$ cat src/rtl/ampel_defs.sv
// Shared traffic-light constants: car lamp codes, pedestrian lamp codes and
// the pedestrian request FSM state encoding.
package ampel_defs;

  localparam logic [2:0] RGB_RED    = 3'b100;
  localparam logic [2:0] RGB_YELLOW = 3'b110;
  localparam logic [2:0] RGB_GREEN  = 3'b010;

  localparam logic [1:0] PED_RED   = 2'b10;
  localparam logic [1:0] PED_GREEN = 2'b01;

  typedef enum logic [2:0] {
    IDLE  = 3'd0,
    WAIT  = 3'd1,
    WALK  = 3'd2,
    FLASH = 3'd3,
    CLEAR = 3'd4
  } ped_state_e;

endpackage

$ cat src/rtl/ped_request_if.sv
// Pedestrian-side signal bundle between the board button/LEDs, ctrl_ampel and
// the request unit.
interface ped_request_if;

  logic       BTN_RAW;
  logic [2:0] RGB;
  logic       BTN;
  logic [1:0] PED_RG;
  logic       WAIT_LED;

  modport master (
    input  BTN_RAW,
    input  RGB,
    output BTN,
    output PED_RG,
    output WAIT_LED
  );

  modport slave (
    output BTN_RAW,
    output RGB,
    input  BTN,
    input  PED_RG,
    input  WAIT_LED
  );

endinterface

$ cat src/rtl/btn_debounce.sv
// Two-flop synchronizer plus counting debouncer; emits a registered one-cycle
// pulse when the debounced level rises.
module btn_debounce #(
  parameter int unsigned DEBOUNCE_CYCLES = 32'd1000000
) (
  input  logic clk,
  input  logic rst,
  input  logic btn_raw,
  output logic press
);

  logic        sync1_q, sync2_q, level_q, press_q;
  logic [31:0] cnt_q;
  logic [31:0] cnt_inc;

  assign cnt_inc = cnt_q + 32'd1;
  assign press   = press_q;

  always_ff @(posedge clk or posedge rst) begin
    if (rst) begin
      sync1_q <= 1'b0;
      sync2_q <= 1'b0;
      level_q <= 1'b0;
      press_q <= 1'b0;
      cnt_q   <= '0;
    end else begin
      sync1_q <= btn_raw;
      sync2_q <= sync1_q;
      press_q <= 1'b0;
      if (sync2_q != level_q) begin
        if (cnt_inc == DEBOUNCE_CYCLES) begin
          level_q <= sync2_q;
          cnt_q   <= '0;
          press_q <= sync2_q;  // rising edges only
        end else begin
          cnt_q <= cnt_inc;
        end
      end else begin
        cnt_q <= '0;
      end
    end
  end

endmodule

$ cat src/rtl/ped_request.sv
// Pedestrian request unit: raises BTN towards ctrl_ampel, detects the grant on
// car red and sequences the pedestrian lamp through walk, flash and clear.
module ped_request
  import ampel_defs::*;
#(
  parameter int unsigned DEBOUNCE_CYCLES = 32'd1000000,
  parameter int unsigned WALK_CYCLES     = 32'd200000000,
  parameter int unsigned BLINK_CYCLES    = 32'd25000000
) (
  input logic           CLK,
  input logic           RES,
  ped_request_if.master bus
);

  ped_state_e  state_q;
  logic [31:0] walk_cnt_q, blink_cnt_q;
  logic [31:0] walk_inc, blink_inc;
  logic        blink_q, pending_q, btn_q, wait_led_q;
  logic [1:0]  ped_rg_q;
  logic        press, red, walk_done, blink_wrap, blink_next;

  btn_debounce #(
    .DEBOUNCE_CYCLES(DEBOUNCE_CYCLES)
  ) u_debounce (
    .clk    (CLK),
    .rst    (RES),
    .btn_raw(bus.BTN_RAW),
    .press  (press)
  );

  always_comb begin
    red        = (bus.RGB == RGB_RED);
    walk_inc   = walk_cnt_q + 32'd1;
    blink_inc  = blink_cnt_q + 32'd1;
    walk_done  = (walk_inc == WALK_CYCLES);
    blink_wrap = (blink_inc == BLINK_CYCLES);
    blink_next = blink_wrap ? ~blink_q : blink_q;
  end

  always_ff @(posedge CLK or posedge RES) begin
    if (RES) begin
      state_q     <= IDLE;
      walk_cnt_q  <= '0;
      blink_cnt_q <= '0;
      blink_q     <= 1'b0;
      pending_q   <= 1'b0;
      btn_q       <= 1'b0;
      wait_led_q  <= 1'b0;
      ped_rg_q    <= PED_RED;
    end else begin
      // Free-running blink; restarted in the "on" phase on entry to WAIT/FLASH.
      blink_cnt_q <= blink_wrap ? '0 : blink_inc;
      blink_q     <= blink_next;
      case (state_q)
        IDLE: begin
          btn_q      <= 1'b0;
          wait_led_q <= 1'b0;
          ped_rg_q   <= PED_RED;
          if (press) begin
            state_q     <= WAIT;
            btn_q       <= 1'b1;
            wait_led_q  <= 1'b1;
            blink_cnt_q <= '0;
            blink_q     <= 1'b1;
          end
        end
        WAIT: begin
          ped_rg_q <= PED_RED;
          if (red) begin
            state_q    <= WALK;
            btn_q      <= 1'b0;
            wait_led_q <= 1'b0;
            ped_rg_q   <= PED_GREEN;
            walk_cnt_q <= '0;
          end else begin
            btn_q      <= 1'b1;
            wait_led_q <= blink_next;
          end
        end
        WALK: begin
          walk_cnt_q <= walk_inc;
          if (!red) begin
            state_q  <= CLEAR;
            ped_rg_q <= PED_RED;
          end else if (walk_done) begin
            state_q     <= FLASH;
            ped_rg_q    <= PED_GREEN;
            blink_cnt_q <= '0;
            blink_q     <= 1'b1;
          end
        end
        FLASH: begin
          if (!red) begin
            state_q  <= CLEAR;
            ped_rg_q <= PED_RED;
          end else begin
            ped_rg_q <= {1'b0, blink_next};
          end
        end
        CLEAR: begin
          btn_q      <= 1'b0;
          wait_led_q <= 1'b0;
          ped_rg_q   <= PED_RED;
          if (red) begin
            pending_q <= 1'b0;
            // A press on the exit edge itself still counts as a request.
            if (pending_q || press) begin
              state_q     <= WAIT;
              btn_q       <= 1'b1;
              wait_led_q  <= 1'b1;
              blink_cnt_q <= '0;
              blink_q     <= 1'b1;
            end else begin
              state_q <= IDLE;
            end
          end else if (press) begin
            pending_q <= 1'b1;
          end
        end
        default: begin
          state_q    <= IDLE;
          btn_q      <= 1'b0;
          wait_led_q <= 1'b0;
          ped_rg_q   <= PED_RED;
          pending_q  <= 1'b0;
        end
      endcase
    end
  end

  assign bus.BTN      = btn_q;
  assign bus.PED_RG   = ped_rg_q;
  assign bus.WAIT_LED = wait_led_q;

endmodule

$ cat src/flat_wrapper.sv
// flat-port wrapper written by rule: the top's interface ports become plain ports
module ped_request_flat import ampel_defs::*;
#(
  parameter int unsigned DEBOUNCE_CYCLES = 32'd1000000,
  parameter int unsigned WALK_CYCLES     = 32'd200000000,
  parameter int unsigned BLINK_CYCLES    = 32'd25000000
)
  (CLK, RES, bus_BTN_RAW, bus_RGB, bus_BTN, bus_PED_RG, bus_WAIT_LED);
  ped_request_if bus_i ();
  input logic CLK;
  input logic RES;
  input wire logic [$bits(bus_i.BTN_RAW)-1:0] bus_BTN_RAW;
  input wire logic [$bits(bus_i.RGB)-1:0] bus_RGB;
  output wire logic [$bits(bus_i.BTN)-1:0] bus_BTN;
  output wire logic [$bits(bus_i.PED_RG)-1:0] bus_PED_RG;
  output wire logic [$bits(bus_i.WAIT_LED)-1:0] bus_WAIT_LED;
  assign bus_i.BTN_RAW = bus_BTN_RAW;
  assign bus_i.RGB = bus_RGB;
  assign bus_BTN = bus_i.BTN;
  assign bus_PED_RG = bus_i.PED_RG;
  assign bus_WAIT_LED = bus_i.WAIT_LED;
  ped_request #(.DEBOUNCE_CYCLES(DEBOUNCE_CYCLES), .WALK_CYCLES(WALK_CYCLES), .BLINK_CYCLES(BLINK_CYCLES)) u_core (.CLK(CLK), .RES(RES), .bus(bus_i));
endmodule
$ cat config.mk
export PLATFORM = sky130hd
export DESIGN_NAME = ped_request_flat
export DESIGN_NICKNAME = d
export VERILOG_FILES = /design/src/rtl/ampel_defs.sv /design/src/rtl/ped_request_if.sv /design/src/rtl/btn_debounce.sv /design/src/rtl/ped_request.sv /design/src/flat_wrapper.sv
export SDC_FILE = /design/constraint.sdc
export NUM_CORES = 1
export LEC_CHECK = 0
export ABC_AREA = 1
export CAP_MARGIN = 5
export CORE_AREA = 2 2 121 123
export CTS_CLUSTER_SIZE = 8
export DETAILED_ROUTE_END_ITERATION = 6
export DIE_AREA = 0 0 123 125
export PLACE_DENSITY = 0.73
export SYNTH_ARGS = -nofsm -noshare
export SYNTH_HDL_FRONTEND = slang
export SYNTH_HIERARCHICAL = 1
export SYNTH_SLANG_ARGS = --single-unit
$ cat constraint.sdc
create_clock -name CLK -period 1.9 [get_ports CLK]
set_input_delay 0.19 -clock CLK [delete_from_list [all_inputs] [get_ports CLK]]
set_output_delay 0.19 -clock CLK [all_outputs]
set_load 0.02 [all_outputs]
* Word-level counts from Yosys, hierarchy flattened
Index checks and enable logic that the tools add are counted.
** Cells by class
- $add $sub $neg :: 3
- Eq/ne operators :: 15
- Muxes and demuxes :: 43
- Bitwise gates (word level) :: 2
- Reductions and logical operators :: 9
** Operator list (count)
- two-way mux 32 bit :: 9
- adder 32 x 1 -> 32 bit, second input constant :: 3
- one-hot mux 32 bit (3 select lines) :: 1
- one-hot mux 32 bit (2 select lines) :: 1
- equality test 32 x 20 -> 1 bit, second input constant :: 1
- equality test 32 x 25 -> 1 bit, second input constant :: 1
- equality test 32 x 28 -> 1 bit, second input constant :: 1
- two-way mux 3 bit :: 6
- two-way mux 1 bit :: 16
- one-hot mux 3 bit (5 select lines) :: 1
- two-way mux 2 bit :: 4
- one-hot mux 1 bit (4 select lines) :: 2
- equality test 3 x 2 -> 1 bit, second input constant :: 2
- equality test 3 bit, second input constant :: 2
- one-hot mux 2 bit (3 select lines) :: 1
- AND reduction 2 bit :: 3
- AND reduction 5 bit :: 1
- inequality test 2 x 1 -> 1 bit, second input constant :: 2
- inequality test 2 bit, second input constant :: 2
- OR reduction 4 bit :: 1
- equality test 3 x 1 -> 1 bit, second input constant :: 1
- zero test 3 bit :: 1
- inequality test 3 x 2 -> 1 bit, second input constant :: 1
- inequality test 3 bit, second input constant :: 1
- other kinds (7) :: 8
** Word-level totals
- Register bits :: 109
- Output and inout bits :: 4
- Input bits :: 6

* Longest topological paths before layout
Gate-level depths: netlist of the first run.
- Depth after elaboration :: 6
- Gate-level depth with buffers :: 18
- Gate-level depth less buffers :: 17

* Hierarchy
The synthesis of the first run kept the hierarchy.
** Modules (own cells, without submodules)
- ped_request :: cells an instance 780, times used 1, sequential area each 1828.0 um2, area each 5049.8 um2
- btn_debounce :: cells an instance 382, times used 1, sequential area each 900.9 um2, area each 2537.4 um2

* Least setup slack after synthesis of the first run
Ideal clock, no wire load.
- Path type :: reg-to-reg
- From :: register u_core.blink_cnt_q[0]
- To :: register u_core.blink_cnt_q[6]
- Data required time :: 1773 ps
- Stages on the path, launching flop included :: 16
- Setup time :: 127 ps
- Path buffers :: 1
- Path slack :: -171 ps
- Arrival :: 1945 ps
- Cell sequence :: dfrtp_1 > ha_1 > nand2_2 > nor2_4 > nand2_2 > nor2_2 > nand2_1 > nand2_1 > nand2_1 > nor2_1 > nand2_1 > nor4_2 > nand3_1 > nand3_4 > buf_6 > nor2_1
** On the way
- Longest elaborated chain between the ends :: 6
** Ends and longest elaborated chain
- start: declaration :: line ped_request.sv:16 : logic [31:0] walk_cnt_q, blink_cnt_q;
- start signal: assignment :: line ped_request.sv:52 : blink_cnt_q <= blink_wrap ? '0 : blink_inc;
- adder 32 x 1 -> 32 bit (*) :: line ped_request.sv:34 : blink_inc = blink_cnt_q + 32'd1;
- equality test 32 x 25 -> 1 bit :: line ped_request.sv:36 : blink_wrap = (blink_inc == BLINK_CYCLES);
- two-way mux 32 bit (*) :: line ped_request.sv:52
- two-way mux 32 bit, on equally long branches :: line ped_request.sv:107, ped_request.sv:85
- two-way mux 32 bit, on equally long branches :: line ped_request.sv:104, ped_request.sv:82
- one-hot mux 32 bit (3 select lines) (*) :: line ped_request.sv:54 : case (state_q)
Every way passes the cells marked *; elsewhere a longest branch is shown, timed or not.
A chain may end at the register's enable or synchronous reset.

* Final worst setup path of the first run
- From :: register u_core.walk_cnt_q[16]
- To :: register u_core.blink_cnt_q[2]
** On the way
- Longest elaborated chain between the ends :: 5
** Ends and longest elaborated chain
- start: declaration :: line ped_request.sv:16
- start signal: assignment :: line ped_request.sv:81 : walk_cnt_q <= walk_inc;
- adder 32 x 1 -> 32 bit :: line ped_request.sv:33 : walk_inc = walk_cnt_q + 32'd1;
- equality test 32 x 28 -> 1 bit :: line ped_request.sv:35 : walk_done = (walk_inc == WALK_CYCLES);
- two-way mux 32 bit :: line ped_request.sv:85 : end else if (walk_done) begin
- two-way mux 32 bit :: line ped_request.sv:82 : if (!red) begin
- one-hot mux 32 bit (3 select lines) :: line ped_request.sv:54
Every way passes these cells.

==> results.py, run 1 <==
metrics = {
    "status": {
        "status": "complete, but fails checks",
        "violations": "negative setup slack",
    },
    "setup_path": {
        "r2r_cells": 15,
        "crit_path_start_kind": "flip-flop",
        "worstPathRequired_ns": 2.15,
        "r2r_end": "u_core/blink_cnt_q[2]",
        "rrSetupSlack_ns": -0.55,
        "critPathKind": "flip-flop to flip-flop",
        "crit_arrival_ns": 2.70,
        "endpoint_kind": "flip-flop",
        "rr_startpoint": "u_core/walk_cnt_q[16]",
        "timing.critical_path.fanout_max": 5,
    },
    "logic_synthesis": {
        "synth.area.top_cells": "dfrtp_1, nand2_1, nor2_1, inv_1, nand3_1",
        "synth.cell_area_sq_um": 7590,
        "synth.mux.area_fraction_pct": 0,
        "yosysSeqAreaShare_pct": 36.0,
        "synth_compound_area_share_pct": 5.41,
        "synth_top_family_by_area": "simple AND/OR/NAND/NOR gates",
        "synth-seq-cells": 109,
        "synth_top_area_share_pct": 35.6,
        "synth_cell_types": 37,
        "synth-simple-area-share_pct": 47.2,
        "synth_fa_ha_area_share_pct": 0.495,
        "synth-xor-area-share_pct": 2.19,
        "syn_inst": 1162,
        "yosys.area.top_type": "dfrtp_1",
        "synth_nets": 1171,
        "synth-warning-count": 6,
        "synth.avg_cell_area_sq_um": 6.53,
    },
    "layout": {
        "area_growth_pct": 40.5,
        "n_antenna_cell": 0,
        "nNetsFinal": 1412,
        "layout-drive-gt1-share_pct": 33.3,
        "post-route-util_pct": 75.0,
    },
    "pwr": {
        "leakage_nw": 5.23,
        "p_switching_mw": 3.11,
        "p_int_mw": 5.36,
        "pwr-share-seq_pct": 33.0,
        "p_comb_share_pct": 43.6,
        "clkPwrFrac_pct": 23.5,
        "power_density_nw_per_um2": 795,
        "max-vdd-ir-drop_uv": 526,
        "swShare_pct": 36.8,
    },
    "grt": {
        "grt_max_degree": 74,
        "grt_pass1_wl_um": 36000,
        "grt.total_usage_pct": 29.2,
        "grt_pass1_vias": 7772,
        "overflow": 0,
        "antenna_found_initial": 0,
    },
    "cts": {
        "cts.sinks": 109,
        "numCtsBuffers": 9,
        "clk_pin_slew_ns": 0.08,
        "cts_root_buf": "clkbuf_16",
        "cts_tree": "built",
        "cts_buffer_depth": 2,
        "clock_latency_ns": 0.37,
        "cts_max_level": 3,
    },
    "sta": {
        "maxSlewHeadroom_pct": 69.2,
        "finalSetupTns_ns": -21.47,
        "period_share_pct": 129,
        "skew_ns": 0.0104,
        "timing.hold.ws_ns": 0.263,
        "setup_ws_ns": -0.551,
        "drv_slew": 0,
        "post-route-min-period_ns": 2.45,
        "fmax_ghz": 0.408,
        "setup_viol": 50,
        "rsz0062_at_grt": "true",
        "tightest_slew_ns": 0.462,
        "timing_hold_violations_final": 0,
    },
    "worst_hold_path": {
        "min_path_type": "input pin to flip-flop",
        "min_delay_path_depth": 1,
        "hold_path_startpoint": "bus_BTN_RAW",
        "min_to": "u_core/u_debounce/sync1_q",
    },
    "flow_run": {
        "maxCapViolCount": 0,
    },
    "drt": {
        "drt_iter0_drc": 537,
        "num_vias": 8361,
        "avgViaCountPerCell": 5.25,
        "routed_wl_um": 22900,
        "drc_errors": 0,
        "wire_per_inst_um": 14.4,
        "postRouteAntennaNets": 0,
        "drt_pass1_iterations": 7,
    },
    "placement": {
        "globalplace.congestion": 0.934,
        "io_buffers": 9,
        "dp_hpwl_um": 15700,
    },
    "floorplan": {
        "fp.dieH_um": 125,
        "die_width_um": 123,
        "core-area_sq_um": 14200,
        "io_pins": 10,
        "die-area_sq_um": 15400,
        "initial_core_util_pct": 53.4,
        "num_rows": 44,
    },
}
-- state kept, by name, indices dropped and copies added, names as in the netlist, 2 cells and up --
register and cells:
u_core/blink_cnt_q 32, u_core/u_debounce/cnt_q 32, u_core/walk_cnt_q 32, u_core/state_q 3
u_core/bus.PED_RG 2
-- timing repair --
item | CTS | global route
pin swaps | 27 | 31
endpoints found under the setup margin | 49 | 50
setup buffers | 21 | 12
resized for setup | 73 | 110
cloned | 1 | 1
hold buffers | 0 | 0
-- critical path: stages (launching register included) --
cell       delay [ns]
dfrtp_1          0.42
nand2_1          0.19
buf_4            0.19
nor3_1           0.16
nand2_1          0.13
o21ai_2          0.17
nand2_2          0.09
inv_1            0.09
nand2_2          0.06
nor2_4           0.10
nand3_2          0.08
nor2_2           0.13
nand3_2          0.12
nand3_4          0.18
clkbuf_16        0.18
nor2_2           0.03
-- Yosys cell counts, drive strengths merged --
cell,n
o22ai,20
dfstp,1
a31oi,1
inv,153
nor3,19
ha,3
nor2,248
nor4,1
clkbuf,7
nand3b,18
a21oi,21
nand2,407
nor3b,2
nand3,70
or2,2
and2,1
xnor2,4
dfrtp,108
buf,6
o21ai,25
o2111a,1
o21bai,5
nand4,23
xor2,15
and3,1
-- through the flow --
| stage | power, mW | setup slack, ns | std cells | area (sq um) |
|---|---|---|---|---|
| after global routing | 8.91 | -0.666 | 1592 | 10700 |
| final | 8.47 | -0.551 | 1592 | 10700 |
| after global placement | 5.68 | -0.352 | 1543 | 9460 |
| after detailed placement | 5.72 | -0.402 | 1543 | 9460 |
| after floorplan | 4.23 | -0.0860 | 1162 | 7650 |
| after CTS | 8.02 | -0.379 | 1581 | 10200 |
-- per-layer routing --
layer	share of wire (%)	GRT usage, %	wire [um]	up-vias
li1	-	-	-	4119
met1	40	37.4	9260	3838
met2	50	49.5	11400	316
met3	5.7	4.74	1300	88
met4	4.0	10.8	928	0
met5	0	0	0	-
-- how the worst max path moves through the flow --
stage	start	endpoint	slack [ns]	cells after the start
finish	u_core/walk_cnt_q[16]	u_core/blink_cnt_q[2]	-0.55	15
global route	u_core/walk_cnt_q[16]	u_core/blink_cnt_q[2]	-0.67	15
CTS	u_core/walk_cnt_q[1]	u_core/blink_cnt_q[4]	-0.38	14
detailed placement	u_core/walk_cnt_q[14]	u_core/blink_cnt_q[21]	-0.40	14
global placement	u_core/walk_cnt_q[1]	u_core/blink_cnt_q[21]	-0.35	17
floorplan	u_core/blink_cnt_q[0]	u_core/blink_cnt_q[6]	-0.09	15
-- layout make-up --
class	instances	area, sq um
clock buffer	9	225
clock inverter	7	80.1
fill	1019	3540
inverter	153	581
multi-input combinational	888	4850
sequential	109	2740
tap	184	230
timing repair buffer	242	1960
-- power groups by stage --
stage	Clock, mW	Sequential, mW	Combinational (mW)
6_report	1.99	2.79	3.69
5_1_grt	2.11	2.82	3.99
4_1_cts	2.02	2.75	3.26
3_5_place_dp	0	2.79	2.94
3_3_place_gp	0	2.78	2.90
2_1_floorplan	0	2.77	1.45
-- placed cells by master (no fill, tap or decap), types with 11 or more instances in the layout --
cell type and count:
nand2_1 353, buf_4 217, nor2_1 157, inv_1 137, dfrtp_1 101, nor2_2 53
nand3_1 50, nand2_2 42, nor2_4 35, nand4_1 23, a21oi_1 20, o22ai_1 19
nand3b_1 18, o21ai_0 16, nand3_2 16, inv_2 14, nand2_4 11, xor2_1 11
-- kinds of logic (layout without fill, tap and decap cells) --
| kind of cell | Yosys count | after routing |
|---|---|---|
| adders and majority gates | 3 | 3 |
| buffers and inverters | 166 | 411 |
| xor gates and xnor gates | 19 | 19 |
| DFF | 109 | 109 |
| and+or+nand+nor | 792 | 793 |
| AOI/OAI and AO/OA | 73 | 73 |
Power figures use the tool's default switching activity.
==> run 2, diff against run 1 <==
--- a/config.mk
+++ b/config.mk
@@ -7,10 +7,10 @@
 export LEC_CHECK = 0
 export ABC_AREA = 1
 export CAP_MARGIN = 5
-export CORE_AREA = 2 2 121 123
+export CORE_AREA = 5 5 124 126
 export CTS_CLUSTER_SIZE = 8
 export DETAILED_ROUTE_END_ITERATION = 6
-export DIE_AREA = 0 0 123 125
+export DIE_AREA = 0 0 129 131
 export PLACE_DENSITY = 0.73
 export SYNTH_ARGS = -nofsm -noshare
 export SYNTH_HDL_FRONTEND = slang
==> results.py, run 2 (synthesis gave the netlist of run 1 again) <==
metrics = {
    "pwr": {
        "power_density_nw_per_um2": 776,
        "leakage_nw": 5.18,
        "max-vdd-ir-drop_uv": 556,
        "power_mw": 8.18,
    },
    "sta": {
        "fmax_ghz": 0.417,
        "skew_ns": 0.00768,
        "maxSlewHeadroom_pct": 67.5,
        "setup_ws_ns": -0.500,
        "finalSetupTns_ns": -18.56,
        "period_share_pct": 126,
        "tightest_slew_ns": 0.487,
        "timing_hold_violations_final": 0,
        "setup_viol": 49,
        "post-route-min-period_ns": 2.40,
        "rsz0062_at_grt": "true",
        "drv_slew": 0,
    },
    "floorplan": {
        "num_rows": 44,
        "fp.dieH_um": 131,
        "die-area_sq_um": 16900,
        "die_width_um": 129,
        "core-area_sq_um": 14200,
        "initial_core_util_pct": 53.4,
        "io_pins": 10,
    },
    "layout": {
        "layout-drive-gt1-share_pct": 32.0,
        "n_antenna_cell": 0,
        "layout_common_cells": "nand2_1, buf_4, nor2_1, inv_1, dfrtp_1",
        "largestRegisters": "u_core/blink_cnt_q: 32 flops, u_core/u_debounce/cnt_q: 32 flops, u_core/walk_cnt_q: 32 flops",
        "instances_no_fill": 1579,
        "mostFrequentLayoutCell": "nand2_1",
        "area_growth_pct": 38.9,
        "nNetsFinal": 1399,
        "fill_cells": 1064,
    },
    "grt": {
        "grt.total_usage_pct": 26.7,
        "grt_max_degree": 37,
        "busiest_layer": "met2",
        "overflow": 0,
        "use_met1_pct": 33.5,
        "use_met3_pct": 3.54,
        "grt_pass1_vias": 7809,
        "grt_pass1_wl_um": 36300,
        "antenna_found_initial": 0,
        "use_met2_pct": 46.7,
    },
    "setup_path": {
        "endpoint_kind": "flip-flop",
        "worstPathRequired_ns": 2.15,
        "r2r_cells": 14,
        "rrSetupSlack_ns": -0.50,
        "crit_path_start": "u_core/blink_cnt_q[18]",
        "critPathKind": "flip-flop to flip-flop",
        "path_delay_family": "simple AND/OR/NAND/NOR gates",
        "critical_path_depth": 14,
        "cpMaxStageDelayCell": "dfrtp_1",
        "critical_path_buf_inv_count": 1,
        "crit_path_start_kind": "flip-flop",
        "crit_arrival_ns": 2.65,
        "worstPathCellList": "nand2_1 -> nor2_1 -> nand2_1 -> nor2_1 -> nand2_1 -> nand2_1 -> nand2_2 -> nor2_1 -> nand2_1 -> nor4_2 -> nand3_1 -> nand3_4 -> clkbuf_16 -> nor2_2",
        "timing.critical_path.fanout_max": 8,
        "cpPeakStageDelay_ns": 0.45,
        "critPathMostFrequentCell": "nand2_1",
        "rr_startpoint": "u_core/blink_cnt_q[18]",
        "crit_path_end": "u_core/blink_cnt_q[27]",
        "r2r_end": "u_core/blink_cnt_q[27]",
    },
    "status": {
        "status": "complete, but fails checks",
        "violations": "negative setup slack",
    },
    "cts": {
        "cts_max_level": 3,
        "clock_latency_ns": 0.35,
        "cts.sinks": 109,
        "cts_root_buf": "clkbuf_16",
        "cts_tree": "built",
        "numCtsBuffers": 9,
        "cts_buffer_depth": 2,
        "clk_pin_slew_ns": 0.07,
    },
    "drt": {
        "routed_wl_um": 23200,
        "wire_per_inst_um": 14.7,
        "drc_errors": 0,
        "num_vias": 8355,
        "postRouteAntennaNets": 0,
        "drt_iter0_drc": 805,
        "drt_pass1_iterations": 6,
        "avgViaCountPerCell": 5.29,
    },
    "placement": {
        "dp.cells": 1536,
        "io_buffers": 9,
        "dpl_worst_slack_ns": -0.471,
        "globalplace.congestion": 0.970,
        "dp_hpwl_um": 16500,
    },
    "flow_run": {
        "maxCapViolCount": 0,
    },
    "worst_hold_path": {
        "min_path_type": "input pin to async pin",
    },
}
## run 2: changes by cell type in the layout (fill, tap and decap cells not counted), moves of 3 or more
cell / change
nand2_2: -4
buf_4: -15
nor2_2: +4
nand2_4: +5
inv_2: -3
inv_1: +3
## run 2: per-stage QoR
step	hold WS, ns	util, %	instance area (sq um)
finish	0.161	74.2	10500
global placement	0.333	66.3	9420
global route	0.173	74.2	10500
CTS	0.158	70.6	10000
floorplan	0.221	-	7650
detailed placement	0.362	66.3	9420
## run 2: final cells by class
cell class,count,area [sq um],area share [%]
sequential,109,2740,26.0
timing repair buffer,229,1890,17.9
clock buffer,11,233,2.21
tap,184,230,2.19
clock inverter,5,35.0,0.333
multi-input combinational,888,4830,45.8
inverter,153,581,5.51
## run 2: what timing repair did
action | CTS | global route
endpoints found under the setup margin | 49 | 49
resized for setup | 69 | 107
gates cloned | 1 | 2
hold endpoints to repair | 0 | 0
buffers inserted | 12 | 13
pin swaps | 32 | 25
hold buffers | 0 | 0
## run 2: routing by layer
metal  share of wire (%)  up-vias  routed length (um)
met5                   0        -                   0
met3                 5.8       89                1350
met2                  49      338               11400
li1                    -     4080                   -
met4                 4.5        0                1060
met1                  41     3848                9430
## run 2: power breakdown
| group | switching, mW | internal, mW | leakage [nW] | total (mW) |
|---|---|---|---|---|
| Sequential | 0.258 | 2.55 | 1.36 | 2.81 |
| Combinational | 1.92 | 1.67 | 3.69 | 3.59 |
| Clock | 0.887 | 0.895 | 0.130 | 1.78 |
| Total | 3.07 | 5.11 | 5.18 | 8.18 |
## run 2: worst min path at each step
stage	to	slack, ns	cells past startpoint
floorplan	u_core/u_debounce/sync1_q	0.22	0
global placement	u_core/u_debounce/sync2_q	0.33	0
detailed placement	u_core/u_debounce/sync2_q	0.36	0
CTS	u_core/blink_cnt_q[31]	0.16	2
global route	u_core/blink_cnt_q[24]	0.17	2
finish	u_core/blink_cnt_q[24]	0.16	2
==> run 3, diff against run 2 <==
--- a/config.mk
+++ b/config.mk
@@ -12,6 +12,7 @@
 export DETAILED_ROUTE_END_ITERATION = 6
 export DIE_AREA = 0 0 129 131
 export PLACE_DENSITY = 0.73
+export REMOVE_ABC_BUFFERS = 1
 export SYNTH_ARGS = -nofsm -noshare
 export SYNTH_HDL_FRONTEND = slang
 export SYNTH_HIERARCHICAL = 1
==> results.py, run 3 (synthesis gave the netlist of run 1 again) <==
metrics = {
    "sta": {
        "skew_ns": 0.00831,
        "finalSetupTns_ns": -18.80,
        "tightest_slew_ns": 0.483,
        "setup_viol": 49,
        "maxSlewHeadroom_pct": 67.8,
        "setup_ws_ns": -0.480,
        "fmax_ghz": 0.420,
        "timing_hold_violations_final": 0,
        "rsz0062_at_grt": "true",
        "period_share_pct": 125,
        "timing.hold.ws_ns": 0.270,
        "post-route-min-period_ns": 2.38,
        "drv_slew": 0,
    },
    "drt": {
        "routed_wl_um": 23300,
        "drt_iter0_drc": 727,
        "postRouteAntennaNets": 0,
        "drc_errors": 0,
        "drt_pass1_iterations": 6,
        "num_vias": 8319,
        "wire_per_inst_um": 14.8,
        "avgViaCountPerCell": 5.28,
    },
    "pwr": {
        "leakage_nw": 5.17,
        "power_density_nw_per_um2": 779,
        "max-vdd-ir-drop_uv": 470,
        "power_mw": 8.17,
    },
    "status": {
        "status": "complete, but fails checks",
        "violations": "negative setup slack",
    },
    "cts": {
        "clk_pin_slew_ns": 0.07,
        "cts.sinks": 109,
        "cts_root_buf": "clkbuf_16",
        "cts_tree": "built",
        "numCtsBuffers": 9,
        "clock_latency_ns": 0.36,
        "cts_buffer_depth": 2,
        "cts_hold_buf": 0,
        "cts_max_level": 3,
    },
    "layout": {
        "n_antenna_cell": 0,
        "design_area_sq_um": 10500,
        "nNetsFinal": 1397,
        "layout_common_cells": "nand2_1, buf_4, nor2_1, inv_1, dfrtp_1",
        "layout-drive-gt1-share_pct": 31.4,
        "mostFrequentLayoutCell": "nand2_1",
        "fill_cells": 1058,
        "instances_no_fill": 1577,
        "area_growth_pct": 38.1,
        "largestRegisters": "u_core/blink_cnt_q: 32 flops, u_core/u_debounce/cnt_q: 32 flops, u_core/walk_cnt_q: 32 flops",
    },
    "setup_path": {
        "worstPathCellList": "buf_6 -> nand2_4 -> nor2_4 -> nand2_2 -> nor2_4 -> buf_6 -> xor2_2 -> nor2_1 -> nand2_1 -> nor2_2 -> nand3_2 -> nor2_2 -> nand3_2 -> nand3_4 -> buf_8 -> nor2_2",
        "critPathKind": "flip-flop to flip-flop",
        "worstPathRequired_ns": 2.15,
        "cpPeakStageDelay_ns": 0.42,
        "crit_path_start_kind": "flip-flop",
        "crit_arrival_ns": 2.63,
        "cpMaxStageDelayCell": "dfrtp_1",
        "endpoint_kind": "flip-flop",
        "timing.critical_path.fanout_max": 6,
        "critPathMostFrequentCell": "nor2_2",
    },
    "placement": {
        "globalplace.congestion": 0.935,
        "io_buffers": 9,
        "dp.cells": 1522,
        "dp_hpwl_um": 15600,
        "dpl_cell_area_sq_um": 9220,
    },
    "floorplan": {
        "initial_core_util_pct": 53.4,
        "fp.dieH_um": 131,
        "io_pins": 10,
        "die_width_um": 129,
        "die-area_sq_um": 16900,
        "num_rows": 44,
        "core-area_sq_um": 14200,
    },
    "flow_run": {
        "maxCapViolCount": 0,
    },
    "grt": {
        "overflow": 0,
        "grt_pass1_wl_um": 36600,
        "grt_max_degree": 74,
        "antenna_found_initial": 0,
        "grt_pass1_vias": 7707,
        "grt.total_usage_pct": 27.0,
    },
    "worst_hold_path": {
        "min_path_type": "input pin to flip-flop",
    },
}
[run 3: cell count changes in the layout (fill, tap and decap cells not counted), sizes merged]
cell	previous run	this run
buf	218	217
inv	153	154
bufinv	0	2
clkbuf	13	10
clkinv	3	4
clkinvlp	2	0
[run 3: per-layer routing]
layer / track usage [%] / wire [um] / up-vias
met4: 8.83 / 544 / 0
li1: - / - / 4086
met5: 0 / 0 / -
met2: 45.9 / 11400 / 294
met1: 36.0 / 10000 / 3889
met3: 3.54 / 1330 / 50
[run 3: path summary, 6_finish.rpt]
| kind | from | end | slack [ns] | cells after the start |
|---|---|---|---|---|
| worst max-delay path | u_core/walk_cnt_q[1] | u_core/blink_cnt_q[14] | -0.48 | 16 |
| worst min-delay path | bus_BTN_RAW | u_core/u_debounce/sync1_q | 0.27 | 1 |
| worst max register to register | u_core/walk_cnt_q[1] | u_core/blink_cnt_q[14] | -0.48 | 16 |
| worst min register to register | u_core/u_debounce/sync1_q | u_core/u_debounce/sync2_q | 0.35 | 0 |
| max in group asynchronous | RES | u_core/u_debounce/cnt_q[2] | 1.21 | 3 |
| min in group asynchronous | RES | u_core/walk_cnt_q[31] | 0.29 | 3 |
[run 3: critical path, delay by kind of cell (launching register included)]
| kind | cells | cell delay (ns) |
|---|---|---|
| buffers and inverters | 3 | 0.43 |
| and+or+nand+nor | 12 | 1.35 |
| xor gates and xnor gates | 1 | 0.08 |
| DFF | 1 | 0.42 |
[run 3: repair_timing]
action                                  in CTS  in global routing
cloned                                       2                  1
endpoints found under the setup margin      49                 50
resized for setup                           49                132
pin swaps                                   24                 66
setup buffers                               22                 22
[run 3: area by class of cell]
class                           instances  area (sq um)  share of cell area, %
Clock inverter                          7          96.3                  0.919
Tap cell                              184           230                   2.20
Timing Repair Buffer                  227          1860                   17.7
Sequential cell                       109          2740                   26.1
Multi-Input combinational cell        888          4760                   45.4
Inverter                              153           576                   5.49
Clock buffer                            9           225                   2.15
[run 3: where the power goes]
group	internal, mW	switching [mW]
registers	2.55	0.231
clock network	1.16	0.914
logic	1.58	1.74
[run 3: metrics by stage]
step,worst slack [ns],utilization [%]
floorplan,-1.02,-
global placement,-0.404,64.9
detailed placement,-0.460,64.9
CTS,-0.421,70.0
global route,-0.607,73.8
finish,-0.480,73.8
